$ cat config.mk
export PLATFORM = sky130hd
export DESIGN_NAME = uart_tx_arbiter
export DESIGN_NICKNAME = d
export VERILOG_FILES = /design/src/rtl/uart_arb_pkg.sv /design/src/rtl/uart_tx_arbiter_rr_pick.sv /design/src/rtl/uart_tx_arbiter.sv
export SDC_FILE = /design/constraint.sdc
export NUM_CORES = 1
export LEC_CHECK = 0
export CAP_MARGIN = 20
export CORE_AREA = 2 2 76 78
export DETAILED_ROUTE_END_ITERATION = 10
export DIE_AREA = 0 0 78 80
export GPL_TIMING_DRIVEN = 0
export MAX_ROUTING_LAYER = met4
export PLACE_DENSITY = 0.67
export RECOVER_POWER = 25
export SYNTH_ARGS = -nofsm -noshare
export SYNTH_HDL_FRONTEND = slang
export SYNTH_HIERARCHICAL = 1
export SYNTH_SLANG_ARGS = --single-unit
$ cat constraint.sdc
create_clock -name clk -period 2.19 [get_ports clk]
set_input_delay 0.657 -clock clk [delete_from_list [all_inputs] [get_ports clk]]
set_output_delay 0.657 -clock clk [all_outputs]
set_load 0.03 [all_outputs]
$ cat src/rtl/uart_arb_pkg.sv
// Shared definitions for the UART transmit arbiter: the FSM state encoding,
// the terminator byte constants and a small width helper.
package uart_arb_pkg;

   typedef enum logic [2:0] {
      S_IDLE,
      S_LOAD,
      S_START,
      S_WAIT_HI,
      S_WAIT_LO,
      S_CR,
      S_LF,
      S_DONE
   } state_t;

   localparam logic [7:0] CR   = 8'h0D;
   localparam logic [7:0] LF   = 8'h0A;
   localparam logic [7:0] NULL = 8'h00;

   // Index width that never collapses to zero bits for tiny ranges.
   function automatic int clog2_min1(input int n);
      return (n > 1) ? $clog2(n) : 1;
   endfunction

endpackage

$ cat src/rtl/uart_tx_arbiter_rr_pick.sv
// rr_pick: combinational round-robin selector. Returns the one-hot index of
// the first set request bit, scanning ptr, ptr+1, ... modulo N_REQ.
module rr_pick #(
   parameter int N_REQ = 2,
   parameter int PW    = 1
) (
   input  logic [N_REQ-1:0] req,
   input  logic [PW-1:0]    ptr,
   output logic [N_REQ-1:0] pick,
   output logic             any
);

   // Scan by rotational distance from ptr so every select index is a
   // loop constant; the closest requesting position wins.
   always_comb begin
      pick = '0;
      any  = 1'b0;
      for (int k = 0; k < N_REQ; k++) begin
         for (int j = 0; j < N_REQ; j++) begin
            if (!any && req[j] && (((j + N_REQ - int'(ptr)) % N_REQ) == k)) begin
               pick[j] = 1'b1;
               any     = 1'b1;
            end
         end
      end
   end

endmodule

$ cat src/rtl/uart_tx_arbiter.sv
// uart_tx_arbiter: shares one UART transmitter among N_REQ byte-stream
// requesters with packet-granular round-robin arbitration, and sequences each
// byte through the transmit pulse / is_transmitting rise-and-fall handshake.
// Optional: define UART_ARB_CRLF_EN to append CR, LF after every packet.
module uart_tx_arbiter
   import uart_arb_pkg::*;
#(
   parameter int N_REQ         = 2,
   parameter int START_TIMEOUT = 1023,
   parameter int CW            = 16
) (
   input  logic               clk,
   input  logic               reset_n,
   input  logic [N_REQ-1:0]   req_valid,
   input  logic [8*N_REQ-1:0] req_data,
   input  logic [N_REQ-1:0]   req_last,
   output logic [N_REQ-1:0]   req_ready,
   output logic [N_REQ-1:0]   grant,
   output logic               busy,
   output logic [CW-1:0]      pkt_count,
   output logic               transmit,
   output logic [7:0]         tx_byte,
   input  logic               is_transmitting
);

   localparam int PW = clog2_min1(N_REQ);
   localparam int TW = clog2_min1(START_TIMEOUT + 1);

   state_t             r_state;
   state_t             w_state_nxt;
   logic [N_REQ-1:0]   r_grant;
   logic               r_busy;
   logic [CW-1:0]      r_pkt_count;
   logic [7:0]         r_tx_byte;
   logic               r_last;
   logic [PW-1:0]      r_ptr;
   logic [TW-1:0]      r_cnt;
`ifdef UART_ARB_CRLF_EN
   // 0: data bytes, 1: CR in flight, 2: LF in flight
   logic [1:0]         r_term;
`endif

   logic [N_REQ-1:0]   w_pick;
   logic               w_any;
   logic [PW-1:0]      w_gidx;
   logic [7:0]         w_gdata;
   logic               w_glast;
   logic               w_gvalid;
   logic [PW-1:0]      w_ptr_nxt;
   logic               w_timeout;

   rr_pick #(
      .N_REQ (N_REQ),
      .PW    (PW)
   ) u_pick (
      .req  (req_valid),
      .ptr  (r_ptr),
      .pick (w_pick),
      .any  (w_any)
   );

   // Mux out the granted requester's index, byte and last flag.
   always_comb begin
      w_gidx  = '0;
      w_gdata = NULL;
      w_glast = 1'b0;
      for (int j = 0; j < N_REQ; j++) begin
         if (r_grant[j]) begin
            w_gidx  = PW'(j);
            w_gdata = req_data[j*8 +: 8];
            w_glast = req_last[j];
         end
      end
   end

   assign w_gvalid  = |(req_valid & r_grant);
   assign w_ptr_nxt = (w_gidx == PW'(N_REQ - 1)) ? '0 : w_gidx + 1'b1;
   // Re-pulse after START_TIMEOUT cycles in S_WAIT_HI without a rise.
   assign w_timeout = (r_cnt == TW'(START_TIMEOUT - 1));

   // State register.
   always_ff @(posedge clk or negedge reset_n) begin
      if (!reset_n) r_state <= S_IDLE;
      else          r_state <= w_state_nxt;
   end

   // Next-state logic; a stalled granted requester holds the UART.
   always_comb begin
      w_state_nxt = r_state;
      case (r_state)
         S_IDLE:    if (w_any) w_state_nxt = S_LOAD;
         S_LOAD:    if (w_gvalid) w_state_nxt = S_START;
         S_START:   w_state_nxt = S_WAIT_HI;
         S_WAIT_HI: begin
            if (is_transmitting)  w_state_nxt = S_WAIT_LO;
            else if (w_timeout)   w_state_nxt = S_START;
         end
         S_WAIT_LO: begin
            if (!is_transmitting) begin
               if (!r_last) w_state_nxt = S_LOAD;
               else begin
`ifdef UART_ARB_CRLF_EN
                  case (r_term)
                     2'd0:    w_state_nxt = S_CR;
                     2'd1:    w_state_nxt = S_LF;
                     default: w_state_nxt = S_DONE;
                  endcase
`else
                  w_state_nxt = S_DONE;
`endif
               end
            end
         end
`ifdef UART_ARB_CRLF_EN
         S_CR:      w_state_nxt = S_START;
         S_LF:      w_state_nxt = S_START;
`endif
         S_DONE:    w_state_nxt = S_IDLE;
         default:   w_state_nxt = S_IDLE;
      endcase
   end

   // Datapath registers updated according to the current state.
   always_ff @(posedge clk or negedge reset_n) begin
      if (!reset_n) begin
         r_grant     <= '0;
         r_busy      <= 1'b0;
         r_pkt_count <= '0;
         r_tx_byte   <= NULL;
         r_last      <= 1'b0;
         r_ptr       <= '0;
         r_cnt       <= '0;
`ifdef UART_ARB_CRLF_EN
         r_term      <= 2'd0;
`endif
      end else begin
         case (r_state)
            S_IDLE: begin
               if (w_any) begin
                  r_grant <= w_pick;
                  r_busy  <= 1'b1;
               end
            end
            S_LOAD: begin
               if (w_gvalid) begin
                  r_tx_byte <= w_gdata;
                  r_last    <= w_glast;
               end
            end
            S_START:   r_cnt <= '0;
            S_WAIT_HI: if (!is_transmitting) r_cnt <= r_cnt + 1'b1;
`ifdef UART_ARB_CRLF_EN
            S_CR: begin
               r_tx_byte <= CR;
               r_term    <= 2'd1;
            end
            S_LF: begin
               r_tx_byte <= LF;
               r_term    <= 2'd2;
            end
`endif
            S_DONE: begin
               r_pkt_count <= r_pkt_count + 1'b1;
               r_ptr       <= w_ptr_nxt;
               r_grant     <= '0;
               r_busy      <= 1'b0;
               r_last      <= 1'b0;
`ifdef UART_ARB_CRLF_EN
               r_term      <= 2'd0;
`endif
            end
            default: ;
         endcase
      end
   end

   assign grant     = r_grant;
   assign busy      = r_busy;
   assign pkt_count = r_pkt_count;
   assign tx_byte   = r_tx_byte;
   assign transmit  = (r_state == S_START);
   assign req_ready = (r_state == S_LOAD) ? r_grant : '0;

endmodule
**Yosys cells after proc, flatten, opt, wreduce, memory -nomap -nowiden**

Cells that the tools add are included.
W data, S select, Z words.

- Register bits after elaboration: 42
- RAM bits: 0
- ROM bits: 0
- Logic and storage cells: 80
- Memories: 0
- Bits in latches: 0
- Bits of input ports: 23

- Shift operators: 0
- Add/sub/neg operators: 5
- Multiply operators: 0
- Reduce and logical (&&, ||, !) cells: 22
- Eq/ne operators: 13
- Divide/modulo/power cells: 0
- Multiplexer cells: 29
- Bitwise gates (word level): 3
- Magnitude comparators: 0

Operators with widths:

| cell | count |
|---|---|
| $logic_not A32 Y1 | 2 |
| $pmux W10 S2 | 1 |
| $mux W3 | 6 |
| $add A16 B1 Y16 const B | 1 |
| $mux W8 | 2 |
| $pmux W3 S5 | 1 |
| $mux W1 | 13 |
| $add A10 B1 Y10 const B | 1 |
| $eq A10 B10 Y1 const B | 1 |
| $mux W10 | 1 |
| $reduce_and A2 Y1 | 4 |
| $logic_and A1 B1 Y1 | 7 |
| $eq A3 B2 Y1 const B | 2 |
| $eq A3 B3 Y1 const B | 2 |
| $ne A2 B2 Y1 const B | 3 |
| $reduce_bool A2 Y1 | 3 |
| $sub A2 B1 Y3 const A | 2 |
| $eq A2 B2 Y1 const B | 2 |
| $mux W2 | 2 |
| $pmux W1 S2 | 2 |
| $pmux W2 S2 | 1 |
| $reduce_and A4 Y1 | 1 |
| $eq A3 B1 Y1 const B | 1 |
| $logic_not A1 Y1 | 3 |
| 7 further kinds | 8 |

**Logic depth before layout (Yosys ltp)**

Gate-level depths: netlist of run 1.

- Word-level depth: 19
- Depth in mapped cells: 5
- Mapped depth without buffers: 5

**Hierarchy**

Netlist of run 1, hierarchy kept.

By module, submodules not included:

| module | area an instance (µm²) | instances | cells each |
|---|---|---|---|
| uart_tx_arbiter | 2073.2 | 1 | 209 |
| rr_pick | 25.0 | 1 | 4 |

**Worst setup path before layout of run 1**

No wires, ideal clock.

- Path type: reg2out
- Start point: reg r_state[1]
- End point: out transmit
- Slack: 157 ps
- Stages on the path, launching flop included: 4
- Data arrival time: 1376 ps
- Cell sequence: dfrtp_1 -> buf_2 -> nand2b_1 -> nor2_1

- Longest elaborated chain between the ends: 1

RTL lines:

| element | line | text |
|---|---|---|
| from (decl) | uart_tx_arbiter.sv:29 | `state_t r_state;` |
| from (signal assigned) | uart_tx_arbiter.sv:84 | `else r_state <= w_state_nxt;` |
| $eq A3 B2 Y1 | uart_tx_arbiter.sv:181 | `assign transmit = (r_state == S_START);` |
| to (decl) | uart_tx_arbiter.sv:21 | `output logic transmit,` |

Every way passes these cells.

**Final worst setup path of run 1**

- Start point: reg r_state[2]
- End point: out req_ready[0]

- Longest elaborated chain between the ends: 2

RTL lines:

| element | line | text |
|---|---|---|
| $eq A3 B1 Y1 | uart_tx_arbiter.sv:182 | `assign req_ready = (r_state == S_LOAD) ? r_grant : '0;` |
| $mux W2 | uart_tx_arbiter.sv:182 |  |
| to (decl) | uart_tx_arbiter.sv:17 | `output logic [N_REQ-1:0] req_ready,` |

Every way passes these cells.

==> results of run 1 <==
-- power by group through the flow --
| stage | registers (mW) | clock network, mW | logic [mW] |
|---|---|---|---|
| floorplan | 1.37 | 0 | 0.741 |
| global placement | 1.17 | 0 | 1.46 |
| detailed placement | 1.18 | 0 | 1.47 |
| CTS | 1.17 | 0.505 | 1.51 |
| global route | 1.20 | 0.553 | 1.66 |
| finish | 1.16 | 0.492 | 1.51 |
-- routing by layer --
layer	up-vias	global-route usage, %
met3	8	3.51
met4	0	6.84
met1	830	21.3
li1	863	-
met5	-	-
met2	43	23.9
-- state kept, by name, indices dropped and copies added, names as in the netlist --
register	flops
grant	2
r_ptr	1
tx_byte	8
r_state	3
busy	1
r_cnt	10
r_last	1
pkt_count	16
-- cell type report --
cell class / count / area (sq um)
buffer: 9 / 50.0
clock buffer: 6 / 72.6
clock inverter: 2 / 13.8
fill: 505 / 2590
timing repair buffer: 53 / 508
sequential: 42 / 1050
inverter: 5 / 18.8
tap: 72 / 90.1
multi-input combinational: 157 / 1010
-- worst register-to-register path, cell delays in order, from the launching register on --
cell	delay [ns]
dfrtp_1	0.42
buf_2	0.26
nand4_1	0.26
nor3_2	0.34
nand3_1	0.14
xnor2_1	0.14
-- worst paths after layout --
| kind | cells past startpoint | end | slack [ns] |
|---|---|---|---|
| max in group asynchronous | 2 | r_state[1]$_DFFE_PN0P_ | 0.58 |
| min in group clk | 1 | pkt_count[15]$_DFFE_PN0P_ | 0.47 |
| hold reg to reg | 1 | pkt_count[15]$_DFFE_PN0P_ | 0.47 |
| setup reg to reg | 5 | pkt_count[10]$_DFFE_PN0P_ | 0.52 |
| setup / recovery | 5 | req_ready[0] | 0.08 |
| hold / removal | 1 | r_cnt[3]$_DFFE_PN0P_ | 0.44 |
-- stage by stage --
stage / instances / total power, mW / setup TNS [ns] / cell area, sq um
floorplan: 213 / 2.11 / 0 / 2100
global placement: 336 / 2.63 / -28.82 / 2700
detailed placement: 337 / 2.65 / -1.77 / 2710
CTS: 346 / 3.19 / 0 / 2820
global route: 346 / 3.42 / 0 / 2810
finish: 346 / 3.16 / 0 / 2810
-- cell usage in the layout (no fill, tap or decap), types with 6 or more instances in the layout --
master           synthesis  final
buf_4                    1      6
nand3_1                  8      8
clkdlybuf4s50_1          0     45
xnor2_1                 14     14
nor2_1                  27     25
a22oi_1                  9      9
dfrtp_1                 42     41
a21oi_1                 16     16
nand2_1                 20     20
xor2_1                   8      8
-- what timing repair did --
action	4_1_cts	5_1_grt
buffers inserted	1	0
pin swaps	1	0
resized for setup	24	7
endpoints found under the setup margin	4	4
-- logic make-up after synthesis --
logic type	count (synthesis)	synth area share (%)
AOI/OAI and AO/OA	44	13.5
and+or+nand+nor	87	21.9
DFF	42	50.1
xor gates and xnor gates	22	9.18
buffers and inverters	14	2.92
muxes	1	0.537
adders and majority gates	3	1.79
==> impl_metrics.tcl, run 1 <==
set metrics [dict create \
    dpl_worst_slack_ns -0.576 \
    cap_violations 0 \
    fin_ws_ns 0.0820 \
    rows 27 \
    clock.fmax_mhz 474 \
    pin_count 53 \
    via_count 1744 \
    worstPathCellList "buf_2 -> buf_4 -> nor2_4 -> and2_1 -> buf_4" \
    p_seq_share_pct 36.8 \
    clockBufferDepth 2 \
    finalSetupViolCount 0 \
    final.period_utilization_pct 96.3 \
    antenna_found_initial 0 \
    first_pass_iters 4 \
    dp_hpwl_microns 3260 \
    sw_frac_of_total_pct 42.4 \
    cp.required_ns 1.53 \
    cp.arrival_ns 1.45 \
    grt_pass1_vias 1656 \
    comb_power_share_pct 47.7 \
    yosys.cell_count.top_type "dfrtp_1" \
    synthCells 213 \
    fp.dieW_microns 78 \
    cts-root-buf "clkbuf_8" \
    hold_slack_ns 0.441 \
    place_congestion 0.860 \
    internal_power_mw 1.82 \
    synth_fp_nets 239 \
    p_leak_nw 1.21 \
    grt_pass1_wl_microns 7680 \
    max-slew-margin-rel_pct 42.4 \
    crit_path_start "r_state[2]$_DFFE_PN0P_" \
    clkTransAtPathRegs_ns 0.08 \
    numCtsBuffers 5 \
    design.die.area_sq_um 6240 \
    yosysTopAreaCell "dfrtp_1" \
    ys.flop_type "dfrtp_1" \
    synthTopCellsByCount "dfrtp_1, nor2_1, nand2_1" \
    layout-drive-gt1-share_pct 11.3 \
    yosys_warnings 6 \
    rsz0062_at_grt "no" \
    hold_path.class "input pin to asynchronous set/reset pin" \
    synthDistinctLibCells 42 \
    routed_via_density 5.04 \
    grt_max_degree 27 \
    die_h_microns 80 \
    antenna_cells 0 \
    cp_top_family "buffers and inverters" \
    clock_latency_ns 0.30 \
    worstSetupStartpointType "flip-flop" \
    hold_viol 0 \
    cp_common_cell "buf_4" \
    routedWlPerCell_microns 12.8 \
    area_delta_synth_final_pct 34.0 \
    routed_wirelength_microns 4420 \
    drt_iter0_drc 109 \
    numPortBuffers 51 \
    worstMarginPinSlew_ns 0.864 \
    path_max_fanout 10 \
    cts_tree "built" \
    end_kind "primary output" \
    clock-skew-final_ns 0.0130 \
    synth_edf_count 0 \
    netlist_top_cells_area "dfrtp_1, xnor2_1, nor2_1" \
    worst-path-buf-inv 3 \
    drc 0 \
    finish.utilization_pct 52.0 \
    clock-sinks 42 \
    wl_met1_microns 2120 \
    power.switching_mw 1.34 \
    holdBufCountCts 0 \
    ys_ff_latch 42 \
    antenna_left 0 \
    initial_core_util_pct 38.8 \
    ys_seq_area_share_pct 50.1 \
    ir_worst_vdd_mv 0.608 \
    avgSynthCellArea_sq_um 9.85 \
    dr.max_layer_used "met4" \
    critPathMaxStageDelay_ns 0.36 \
    setup.worst_path.class "flip-flop to primary output" \
    worst_path_max_delay_cell "dfrtp_1" \
    rr_startpoint "r_state[0]$_DFFE_PN0P_" \
    finalCriticalPeriod_ns 2.11 \
    synth.top_cell.area_share_pct 50.1 \
    synth.cell_area_sq_um 2100 \
    design.core.area_sq_um 5410 \
    ys_async_sr_fraction_pct 100 \
    status "complete, no violations" \
    met3WireLength_microns 207 \
    htreeDepth 2 \
    wl_met2_microns 2010 \
    grt_usage_pct 16.1 \
    gr-total-overflow 0 \
    maxSlewViolCount 0 \
    final_nets 299 \
    powerDensity_nw_per_um2 1130 \
    clockPowerShare_pct 15.5 \
]
Note: power is estimated with default switching activity, not from simulation.
==> run 2: changes to the inputs <==
--- a/config.mk
+++ b/config.mk
@@ -17,3 +17,4 @@
 export SYNTH_HDL_FRONTEND = slang
 export SYNTH_HIERARCHICAL = 1
 export SYNTH_SLANG_ARGS = --single-unit
+export TNS_END_PERCENT = 30
==> results of run 2 <==
No change in the layout: final DEF, timing and power equal those of run 1.
==> run 3: changes to the inputs <==
--- a/config.mk
+++ b/config.mk
@@ -5,13 +5,14 @@
 export SDC_FILE = /design/constraint.sdc
 export NUM_CORES = 1
 export LEC_CHECK = 0
+export ABC_AREA = 1
 export CAP_MARGIN = 20
-export CORE_AREA = 2 2 76 78
+export CORE_AREA = 2 2 80 82
 export DETAILED_ROUTE_END_ITERATION = 10
-export DIE_AREA = 0 0 78 80
+export DIE_AREA = 0 0 82 84
 export GPL_TIMING_DRIVEN = 0
 export MAX_ROUTING_LAYER = met4
-export PLACE_DENSITY = 0.67
+export PLACE_DENSITY = 0.66
 export RECOVER_POWER = 25
 export SYNTH_ARGS = -nofsm -noshare
 export SYNTH_HDL_FRONTEND = slang
==> run 3 against run 2 <==
  * Via count increased by 25%
  * Utilization fell by 2.2 points
  * Cell count grew 30%
  * Design area is 8.0% higher
  * Setup slack lost 0.020 ns
  * Power down 7.1%
  * Die area is 10% higher
  * Flip-flop and latch count did not move
  * Highest routed layer unchanged
==> impl_metrics.tcl, run 3 <==
set metrics [dict create \
    rsz0062_at_grt "no" \
    cp.required_ns 1.53 \
    ys_ff_latch 42 \
    total_power_mw 2.94 \
    ys_seq_area_share_pct 44.9 \
    ys.flop_type "dfrtp_1" \
    routed_wirelength_microns 5270 \
    antenna_left 0 \
    grt_usage_pct 16.6 \
    synth.cell_area_sq_um 2340 \
    antenna_found_initial 0 \
    initial_core_util_pct 38.4 \
    clock-sinks 42 \
    p_leak_nw 1.45 \
    htreeDepth 2 \
    place_congestion 0.823 \
    design.die.area_sq_um 6890 \
    layout-drive-gt1-share_pct 8.33 \
    hold_path.class "input pin to asynchronous set/reset pin" \
    fp.dieW_microns 82 \
    finalSetupViolCount 0 \
    worstSetupStartpointType "flip-flop" \
    path_max_fanout 4 \
    gr-total-overflow 0 \
    hold_viol 0 \
    clock_latency_ns 0.29 \
    worstMarginPinSlew_ns 0.801 \
    ir_worst_vdd_mv 0.686 \
    netlist_top_cells_area "dfrtp_1, nand2_1, nor2_1" \
    clockBufferDepth 2 \
    fin_ws_ns 0.0622 \
    routedWlPerCell_microns 11.7 \
    drc 0 \
    cts_tree "built" \
    synth_edf_count 0 \
    first_pass_iters 4 \
    dp_hpwl_microns 4060 \
    end_kind "primary output" \
    synthTopCellsByCount "nand2_1, dfrtp_1, nor2_1" \
    yosys_warnings 6 \
    grt_pass1_vias 2076 \
    synthDistinctLibCells 28 \
    ys_async_sr_fraction_pct 100 \
    finalCriticalPeriod_ns 2.13 \
    final.period_utilization_pct 97.2 \
    synth.top_cell.area_share_pct 44.9 \
    fin_tns_setup_ns 0 \
    cp.arrival_ns 1.47 \
    rows 29 \
    yosys.cell_count.top_type "nand2_1" \
    clock.fmax_mhz 470 \
    synthCells 312 \
    maxSlewViolCount 0 \
    dpl_worst_slack_ns -0.194 \
    numCtsBuffers 5 \
    design.core.area_sq_um 6100 \
    clock-skew-final_ns 0.00519 \
    holdBufCountCts 0 \
    final_nets 397 \
    pin_count 53 \
    via_count 2183 \
    max-slew-margin-rel_pct 46.6 \
    powerDensity_nw_per_um2 968 \
    drt_iter0_drc 37 \
    grt.busiest_layer "met2" \
    final_common_cell "nand2_1" \
    grt_pass1_wl_microns 8880 \
    setup.worst_path.class "flip-flop to primary output" \
    cap_violations 0 \
    numPortBuffers 52 \
    cts-root-buf "clkbuf_8" \
    routed_via_density 4.86 \
    synth_fp_nets 338 \
    grt_use_met2_pct 27.9 \
    grt_max_degree 29 \
    final_cell_mix "nand2_1, clkdlybuf4s50_1, dfrtp_1, nor2_1, inv_1" \
    status "complete, no violations" \
    avgSynthCellArea_sq_um 7.50 \
    grt_use_met1_pct 20.1 \
    largest_register_ffs 16 \
    use_met3_pct 4.33 \
    yosysTopAreaCell "dfrtp_1" \
    area_delta_synth_final_pct 29.8 \
    post_cts_buffers 0 \
    die_h_microns 84 \
    antenna_cells 0 \
    clkTransAtPathRegs_ns 0.08 \
]
[run 3: cell types whose count changed after synthesis, moves of 4 or more]
cell      change
nand2b_1      -5
nor2_1        +7
nand4_1       +4
buf_2         -4
a22oi_1       -9
inv_1        +26
a21o_1        +7
nand2_1      +75
o21ai_0       +8
nand3_1      +15
xnor2_1      -11
[run 3: worst max-delay path, cell delays in order (launching register included)]
cell,delay [ns]
dfrtp_1,0.40
buf_4,0.12
clkdlybuf4s50_1,0.66
[run 3: timing repair]
item,4_1_cts,5_1_grt
hold endpoints to repair,0,0
endpoints found under the setup margin,3,3
resized for setup,10,4
[run 3: worst paths after layout]
| path | start | end | slack, ns | cells after the start |
|---|---|---|---|---|
| hold / removal | reset_n | pkt_count[10]$_DFFE_PN0P_ | 0.42 | 1 |
| hold reg to reg | tx_byte[6]$_DFFE_PN0P_ | tx_byte[6]$_DFFE_PN0P_ | 0.48 | 1 |
| setup reg to reg | r_state[2]$_DFFE_PN0P_ | r_cnt[5]$_DFFE_PN0P_ | 0.64 | 7 |
| setup / recovery | grant[1]$_DFFE_PN0P_ | grant[1] | 0.06 | 2 |
| max in group asynchronous | reset_n | r_state[0]$_DFFE_PN0P_ | 0.53 | 2 |
| min in group clk | tx_byte[6]$_DFFE_PN0P_ | tx_byte[6]$_DFFE_PN0P_ | 0.48 | 1 |
[run 3: routing by layer]
metal  share of wire (%)  vias up
met3                 4.5        6
met4                0.87        0
met1                  45     1017
met2                  49       47
li1                    -     1113
met5                   0        -
[run 3: cell type report]
type                            instances  area (sq um)
Fill cell                             612          3060
Multi-Input combinational cell        229          1130
Sequential cell                        42          1050
Timing Repair Buffer                   53           504
Inverter                               35           131
Tap cell                               77          96.3
Clock buffer                            7          86.3
Buffer                                  5          30.0
Clock inverter                          1          5.00
[run 3: cells by family after synthesis]
group	after synthesis	share of synthesized area, %
buffers and inverters	41	7.06
adder cells (fa/ha/maj)	3	1.60
AND/OR/NAND/NOR	176	32.9
AO/OA/AOI/OAI	42	10.5
flip-flops	42	44.9
XOR/XNOR	8	2.99
[run 3: power breakdown]
group | internal, mW | switching [mW] | total [mW]
Clock | 0.255 | 0.271 | 0.525
Sequential | 0.951 | 0.161 | 1.11
Combinational | 0.492 | 0.811 | 1.30
[run 3: through the flow]
stage          instance area [sq um]  utilization [%]  instances  hold slack (ns)
4_1_cts                         3070             50.3        449            0.273
5_1_grt                         3040             49.8        449            0.477
3_5_place_dp                    2970             48.7        442            0.466
3_3_place_gp                    2960             48.5        441            0.458
6_report                        3040             49.8        449            0.418
2_1_floorplan                   2340                -        312            0.361
